`config.mk`:
```
export PLATFORM = sky130hd
export DESIGN_NAME = led_matrix_scan_controller_flat
export DESIGN_NICKNAME = d
export VERILOG_FILES = /design/src/rtl/led_matrix_scan_controller_if.sv /design/src/rtl/led_matrix_scan_controller.sv /design/src/flat_wrapper.sv
export SDC_FILE = /design/constraint.sdc
export NUM_CORES = 1
export LEC_CHECK = 0
export ABC_AREA = 0
export BUFFER_PORTS_ARGS = -buffer_cell sky130_fd_sc_hd__buf_4
export CAP_MARGIN = 10
export CORE_UTILIZATION = 40
export CTS_CLUSTER_DIAMETER = 100
export DETAILED_ROUTE_END_ITERATION = 6
export HOLD_SLACK_MARGIN = 0.02
export MAX_ROUTING_LAYER = met4
export PLACE_DENSITY_LB_ADDON = 0.1
export SLEW_MARGIN = 25
export SYNTH_ARGS = -nofsm -noshare
export SYNTH_HDL_FRONTEND = slang
export SYNTH_SLANG_ARGS = --single-unit
```
`constraint.sdc`:
```
create_clock -name clk -period 4.5 [get_ports clk]
set_input_delay 0 -clock clk [delete_from_list [all_inputs] [get_ports clk]]
set_output_delay 0 -clock clk [all_outputs]
set_load 0.05 [all_outputs]
```
`src/rtl/led_matrix_scan_controller_if.sv`:
```
// Frame load channel between a frame producer and the LED matrix scan controller.
//   load_valid : producer has a frame on load_data
//   load_data  : 5 columns of ROWS bits; column c sits at [c*ROWS +: ROWS]
//   load_ready : controller can accept a frame (back buffer free)
interface led_matrix_scan_controller_if #(
  parameter int unsigned ROWS = 7
);
  logic                  load_valid;
  logic [5*ROWS-1:0]     load_data;
  logic                  load_ready;

  modport master (output load_valid, output load_data, input load_ready);
  modport slave  (input load_valid, input load_data, output load_ready);
endinterface

```
`src/rtl/led_matrix_scan_controller.sv`:
```
// Column-scan sequencer for a 5-column LED matrix with a double-buffered frame.
// Each column is preceded by a dark blanking gap, then driven for DWELL cycles.
// A loaded frame waits in the back buffer and is promoted to the front buffer
// only at a frame boundary (or while idle), so a displayed frame never tears.
//   clk, rst_n  : clock, asynchronous active-low reset
//   enable      : 1 = scan, 0 = dark/idle
//   load_if     : frame load handshake (slave side)
//   col_en      : one-hot column drive
//   row_data    : row pattern of the driven column
//   col_index   : current column 0..4
//   frame_start : one-cycle pulse on the first DRIVE cycle of column 0
module led_matrix_scan_controller #(
  parameter int unsigned ROWS  = 7,
  parameter int unsigned DWELL = 1000,
  parameter int unsigned BLANK = 50
) (
  input  logic                          clk,
  input  logic                          rst_n,
  input  logic                          enable,
  led_matrix_scan_controller_if.slave   load_if,
  output logic [4:0]                    col_en,
  output logic [ROWS-1:0]               row_data,
  output logic [2:0]                    col_index,
  output logic                          frame_start
);

  localparam int unsigned FW      = 5 * ROWS;
  localparam int unsigned MAX_CNT = (DWELL > BLANK) ? DWELL : BLANK;
  localparam int unsigned TW      = (MAX_CNT > 1) ? $clog2(MAX_CNT) : 1;

  typedef enum logic [1:0] {
    ST_IDLE  = 2'd0,
    ST_BLANK = 2'd1,
    ST_DRIVE = 2'd2
  } state_e;

  state_e          state_q, state_d;
  logic [TW-1:0]   timer_q, timer_d;
  logic [2:0]      col_q, col_d;
  logic            frame_end;
  logic [FW-1:0]   front_q, front_d;
  logic [FW-1:0]   back_q, back_d;
  logic            pending_q, pending_d;
  logic            ready_q, ready_d;
  logic [4:0]      col_en_q, col_en_d;
  logic [ROWS-1:0] row_data_q, row_data_d;
  logic            frame_start_q, frame_start_d;

  // State and registered outputs
  always_ff @(posedge clk or negedge rst_n) begin
    if (!rst_n) begin
      state_q       <= ST_IDLE;
      timer_q       <= '0;
      col_q         <= '0;
      front_q       <= '0;
      back_q        <= '0;
      pending_q     <= 1'b0;
      ready_q       <= 1'b1;
      col_en_q      <= '0;
      row_data_q    <= '0;
      frame_start_q <= 1'b0;
    end else begin
      state_q       <= state_d;
      timer_q       <= timer_d;
      col_q         <= col_d;
      front_q       <= front_d;
      back_q        <= back_d;
      pending_q     <= pending_d;
      ready_q       <= ready_d;
      col_en_q      <= col_en_d;
      row_data_q    <= row_data_d;
      frame_start_q <= frame_start_d;
    end
  end

  // Next-state: sequencing of blank/drive phases and column stepping
  always_comb begin
    state_d   = state_q;
    timer_d   = timer_q;
    col_d     = col_q;
    frame_end = 1'b0;
    case (state_q)
      ST_IDLE: begin
        timer_d = '0;
        col_d   = '0;
        if (enable) begin
          state_d = (BLANK == 0) ? ST_DRIVE : ST_BLANK;
        end
      end
      ST_BLANK: begin
        if (!enable) begin
          state_d = ST_IDLE;
          timer_d = '0;
          col_d   = '0;
        end else if (timer_q == TW'(BLANK - 1)) begin
          state_d = ST_DRIVE;
          timer_d = '0;
        end else begin
          timer_d = timer_q + TW'(1);
        end
      end
      ST_DRIVE: begin
        if (!enable) begin
          state_d = ST_IDLE;
          timer_d = '0;
          col_d   = '0;
        end else if (timer_q == TW'(DWELL - 1)) begin
          timer_d = '0;
          state_d = (BLANK == 0) ? ST_DRIVE : ST_BLANK;
          if (col_q == 3'd4) begin
            col_d     = '0;
            frame_end = 1'b1;
          end else begin
            col_d = col_q + 3'd1;
          end
        end else begin
          timer_d = timer_q + TW'(1);
        end
      end
      default: begin
        state_d = ST_IDLE;
        timer_d = '0;
        col_d   = '0;
      end
    endcase
  end

  // Outputs: frame buffers, handshake and next display values
  always_comb begin
    front_d       = front_q;
    back_d        = back_q;
    pending_d     = pending_q;
    ready_d       = ready_q;
    col_en_d      = '0;
    row_data_d    = '0;
    frame_start_d = 1'b0;

    // Commit; never collides with a transfer since ready is low while pending
    if (pending_q && (frame_end || (state_q == ST_IDLE))) begin
      front_d   = back_q;
      pending_d = 1'b0;
      ready_d   = 1'b1;
    end
    if (load_if.load_valid && ready_q) begin
      back_d    = load_if.load_data;
      pending_d = 1'b1;
      ready_d   = 1'b0;
    end

    // Column and row come from the same next-state so they never disagree
    if (state_d == ST_DRIVE) begin
      col_en_d = 5'(1) << col_d;
      for (int c = 0; c < 5; c++) begin
        if (col_d == 3'(c)) begin
          row_data_d = front_d[c*ROWS +: ROWS];
        end
      end
      frame_start_d = (col_d == 3'd0) && (timer_d == '0);
    end
  end

  assign load_if.load_ready = ready_q;
  assign col_en             = col_en_q;
  assign row_data           = row_data_q;
  assign col_index          = col_q;
  assign frame_start        = frame_start_q;

endmodule
```
`src/flat_wrapper.sv`:
```
// flat-port wrapper written by rule: the top's interface ports become plain ports
module led_matrix_scan_controller_flat 
#(
  parameter int unsigned ROWS  = 7,
  parameter int unsigned DWELL = 1000,
  parameter int unsigned BLANK = 50
)
  (clk, rst_n, enable, col_en, row_data, col_index, frame_start, load_if_load_valid, load_if_load_data, load_if_load_ready);
  led_matrix_scan_controller_if #(.ROWS(ROWS)) load_if_i ();
  input  logic clk;
  input  logic rst_n;
  input  logic enable;
  output logic [4:0] col_en;
  output logic [ROWS-1:0] row_data;
  output logic [2:0] col_index;
  output logic frame_start;
  input wire logic [$bits(load_if_i.load_valid)-1:0] load_if_load_valid;
  input wire logic [$bits(load_if_i.load_data)-1:0] load_if_load_data;
  output wire logic [$bits(load_if_i.load_ready)-1:0] load_if_load_ready;
  assign load_if_i.load_valid = load_if_load_valid;
  assign load_if_i.load_data = load_if_load_data;
  assign load_if_load_ready = load_if_i.load_ready;
  led_matrix_scan_controller #(.ROWS(ROWS), .DWELL(DWELL), .BLANK(BLANK)) u_core (.clk(clk), .rst_n(rst_n), .enable(enable), .load_if(load_if_i), .col_en(col_en), .row_data(row_data), .col_index(col_index), .frame_start(frame_start));
endmodule
```
==> insert_results.sql <==
INSERT INTO impl_metrics (metric_group, metric, value, unit) VALUES
('status', 'outcome', 'complete, but fails checks', ''),
('status', 'failing_checks', 'DRC', ''),
('sta', 'setup-tns-final', '0', 'ns'),
('synthesis', 'mappedNetlistArea', '0.00475', 'sq mm'),
('critical_path', 'critical_path.n_buffers_inverters', '0', ''),
('sta', 'worst_slew_pin_slew', '0.921', 'ns'),
('clocking', 'clock_tree_from_tritoncts', 'yes', ''),
('synthesis', 'synth.top_cell.area_share', '0.521', ''),
('critical_path', 'crit_chain', 'ha_1 -> and2_1 -> and3_2 -> nand4_1 -> and3_1 -> nand3_2 -> and2_1 -> a211oi_2', ''),
('synthesis', 'synth.avg_cell_area', '13.2', 'sq um'),
('flow_run', 'drv_cap', '0', ''),
('clocking', 'cts_made_buffers', '9', ''),
('synthesis', 'synth_edf_count', '0', ''),
('sta', 'finalCriticalPeriod', '3.05', 'ns'),
('detailed_routing', 'detailedRoute.firstIterationViolations', '186', ''),
('placement', 'detailed_place_hpwl', '6830', 'um'),
('layout', 'ff_latch_area', '0.00250', 'sq mm'),
('floorplan', 'io_pins', '56', ''),
('synthesis', 'ys_seq_elements', '100', ''),
('min_path', 'min-delay-path-class', 'input pin to asynchronous set/reset pin', ''),
('floorplan', 'floorplan.die.height', '111', 'um'),
('synthesis', 'synth_cell_type_count', '60', ''),
('critical_path', 'critPathMaxStageDelay', '0.71', 'ns'),
('synthesis', 'post_synth_main_area_contributors', 'sky130_fd_sc_hd__dfrtp_1 (52%), sky130_fd_sc_hd__mux2_2 (9.7%), sky130_fd_sc_hd__mux2_4 (6.0%)', ''),
('placement', 'port_buffers', '55', ''),
('global_routing', 'gr-usage-all-layers', '0.184', ''),
('synthesis', 'synth_nets', '408', ''),
('floorplan', 'dieArea', '0.0123', 'sq mm'),
('detailed_routing', 'drtAntennaViolNets', '0', ''),
('clocking', 'htreeDepth', '3', ''),
('critical_path', 'critical_path_s_slowest_cell', 'sky130_fd_sc_hd__and3_1', ''),
('detailed_routing', 'post-route-drc-count', '8', ''),
('detailed_routing', 'num_vias', '3137', ''),
('critical_path', 'worst_setup_path_startpoint', 'u_core.timer_q[0]', ''),
('sta', 'setup_violations', '0', ''),
('detailed_routing', 'dr.pass1.iters', '6', ''),
('critical_path', 'worstSetupPathType', 'register to register', ''),
('layout', 'signed_area_change_from_the_synthesized_netlist_to_the_final_layout', '25.4', '%'),
('layout', 'num-nets-final', '503', ''),
('power', 'p_leak', '2.71', 'nW'),
('power', 'power_density', '509', 'mW/mm^2'),
('critical_path', 'worst-r2r-setup-slack', '1.45', 'ns'),
('critical_path', 'start_kind', 'register', ''),
('layout', 'drive_gt1_frac', '0.359', ''),
('synthesis', 'synth_seq_area_share', '0.527', ''),
('clocking', 'clock_sinks', '100', ''),
('layout', 'num_antenna_cells', '0', ''),
('detailed_routing', 'avgRoutedWirePerCell', '16.7', 'um'),
('critical_path', 'endpoint_kind', 'register', ''),
('global_routing', 'initial_antenna_violation_count', '0', ''),
('sta', 'fmax', '0.327', 'GHz'),
('floorplan', 'fp-row-count', '39', ''),
('sta', 'grt_setup_unrepaired', 'no', ''),
('sta', 'final.setup.worst_slack', '1.45', 'ns'),
('critical_path', 'critical_path.most_common_cell', 'sky130_fd_sc_hd__and2_1', ''),
('clocking', 'cts-root-to-sink-buffers', '2', ''),
('global_routing', 'grt_max_degree', '68', ''),
('floorplan', 'initial_core_util', '0.413', ''),
('global_routing', 'first_global_vias', '3204', ''),
('floorplan', 'design.core.area', '0.0115', 'sq mm'),
('power', 'vdd_drop_max', '0.243', 'mV'),
('detailed_routing', 'avgViaCountPerCell', '5.20', ''),
('synthesis', 'synth.most_common_cell', 'sky130_fd_sc_hd__dfrtp_1', ''),
('floorplan', 'die-width', '111', 'um'),
('clocking', 'cts_root_buffer', 'sky130_fd_sc_hd__clkbuf_16', ''),
('clocking', 'clock_insertion_delay_worst_skew', '0.34', 'ns'),
('synthesis', 'post_synth_inst_count', '361', ''),
('sta', 'post-route-period-util', '0.679', ''),
('critical_path', 'cp.required', '4.76', 'ns'),
('sta', 'timing_max_transition_violations_final', '0', ''),
('synthesis', 'synth_common_cells', 'sky130_fd_sc_hd__dfrtp_1 (99), sky130_fd_sc_hd__mux2_2 (41), sky130_fd_sc_hd__mux2_4 (19), sky130_fd_sc_hd__nor2_1 (19), sky130_fd_sc_hd__nand3_1 (15)', '');
metrics by stage:
| stage | power [W] | utilization | cell area, sq um | std cells |
|---|---|---|---|---|
| global route | 0.00323 | 0.518 | 5960 | 603 |
| global placement | 0.00223 | 0.458 | 5280 | 550 |
| floorplan | 0.00201 | - | 4750 | 361 |
| detailed placement | 0.00224 | 0.458 | 5280 | 550 |
| finish | 0.00303 | 0.518 | 5960 | 603 |
| CTS | 0.00309 | 0.518 | 5960 | 603 |
flip-flops by register name, indices dropped and copies added, names as in the netlist:
name,count
u_core.row_data,7
u_core.col_en,5
u_core.state_q,2
u_core.load_if.load_ready,1
u_core.front_q,35
u_core.frame_start,1
u_core.timer_q,10
u_core.back_q,35
u_core.pending_q,1
u_core.col_index,3
layout by cell type (no fill, tap or decap), types with 3 or more instances in the layout:
cell                            instances
sky130_fd_sc_hd__dfrtp_1               99
sky130_fd_sc_hd__buf_4                 57
sky130_fd_sc_hd__mux2_2                41
sky130_fd_sc_hd__dlygate4sd3_1         38
sky130_fd_sc_hd__nor2_1                19
sky130_fd_sc_hd__mux2_4                19
sky130_fd_sc_hd__nand3_1               15
sky130_fd_sc_hd__o21ai_0               11
sky130_fd_sc_hd__mux2_1                10
sky130_fd_sc_hd__and2_1                 9
sky130_fd_sc_hd__and4_1                 9
sky130_fd_sc_hd__clkbuf_16              9
sky130_fd_sc_hd__mux2i_1                8
sky130_fd_sc_hd__ha_1                   8
sky130_fd_sc_hd__nand2_1                7
sky130_fd_sc_hd__xnor2_1                7
sky130_fd_sc_hd__o21bai_1               7
sky130_fd_sc_hd__a211oi_2               7
sky130_fd_sc_hd__inv_1                  6
sky130_fd_sc_hd__a21oi_1                6
sky130_fd_sc_hd__o21ba_2                6
sky130_fd_sc_hd__nor3_1                 5
sky130_fd_sc_hd__and3_1                 4
sky130_fd_sc_hd__nand4_1                4
sky130_fd_sc_hd__clkbuf_8               3
cells by family after synthesis:
family	share of synthesized area
flops	0.527
simple gates	0.111
mux	0.198
compound gates	0.0990
buf+inv	0.0287
xor+xnor	0.0166
fa+ha+maj	0.0211
report_power, final:
part / leakage (nW) / internal, W / total, W / switching (W)
clock: 0.149 / 0.000474 / 0.000791 / 0.000317
sequential: 1.27 / 0.00122 / 0.00136 / 0.000135
combinational: 1.30 / 0.000504 / 0.000884 / 0.000380
worst paths after layout:
path	cells past startpoint	end
worst max-delay path	8	u_core.row_data[1]
worst min-delay path	2	u_core.front_q[28]
worst max register to register	8	u_core.row_data[1]
worst min register to register	1	u_core.load_if.load_ready
max in group asynchronous	3	u_core.front_q[25]
min in group clk	3	u_core.load_if.load_ready
timing repair:
action	CTS	global route
setup endpoints to repair	0	0
resized for setup	0	0
hold buffers	38	0
endpoints found under the hold margin	102	0
area by class of cell:
| cell class | instances | area share |
|---|---|---|
| Clock buffer | 14 | 0.0460 |
| Sequential cell | 100 | 0.420 |
| Timing Repair Buffer | 96 | 0.139 |
| Multi-Input combinational cell | 240 | 0.355 |
| Clock inverter | 1 | 0.00504 |
| Tap cell | 143 | 0.0300 |
| Inverter | 9 | 0.00567 |
layer usage:
metal  track usage  share of wire
met4        0.0459          0.010
met5             -              0
met1         0.246           0.49
met3        0.0508          0.033
met2         0.277           0.47
No activity file was read; power rests on OpenSTA's default activity.
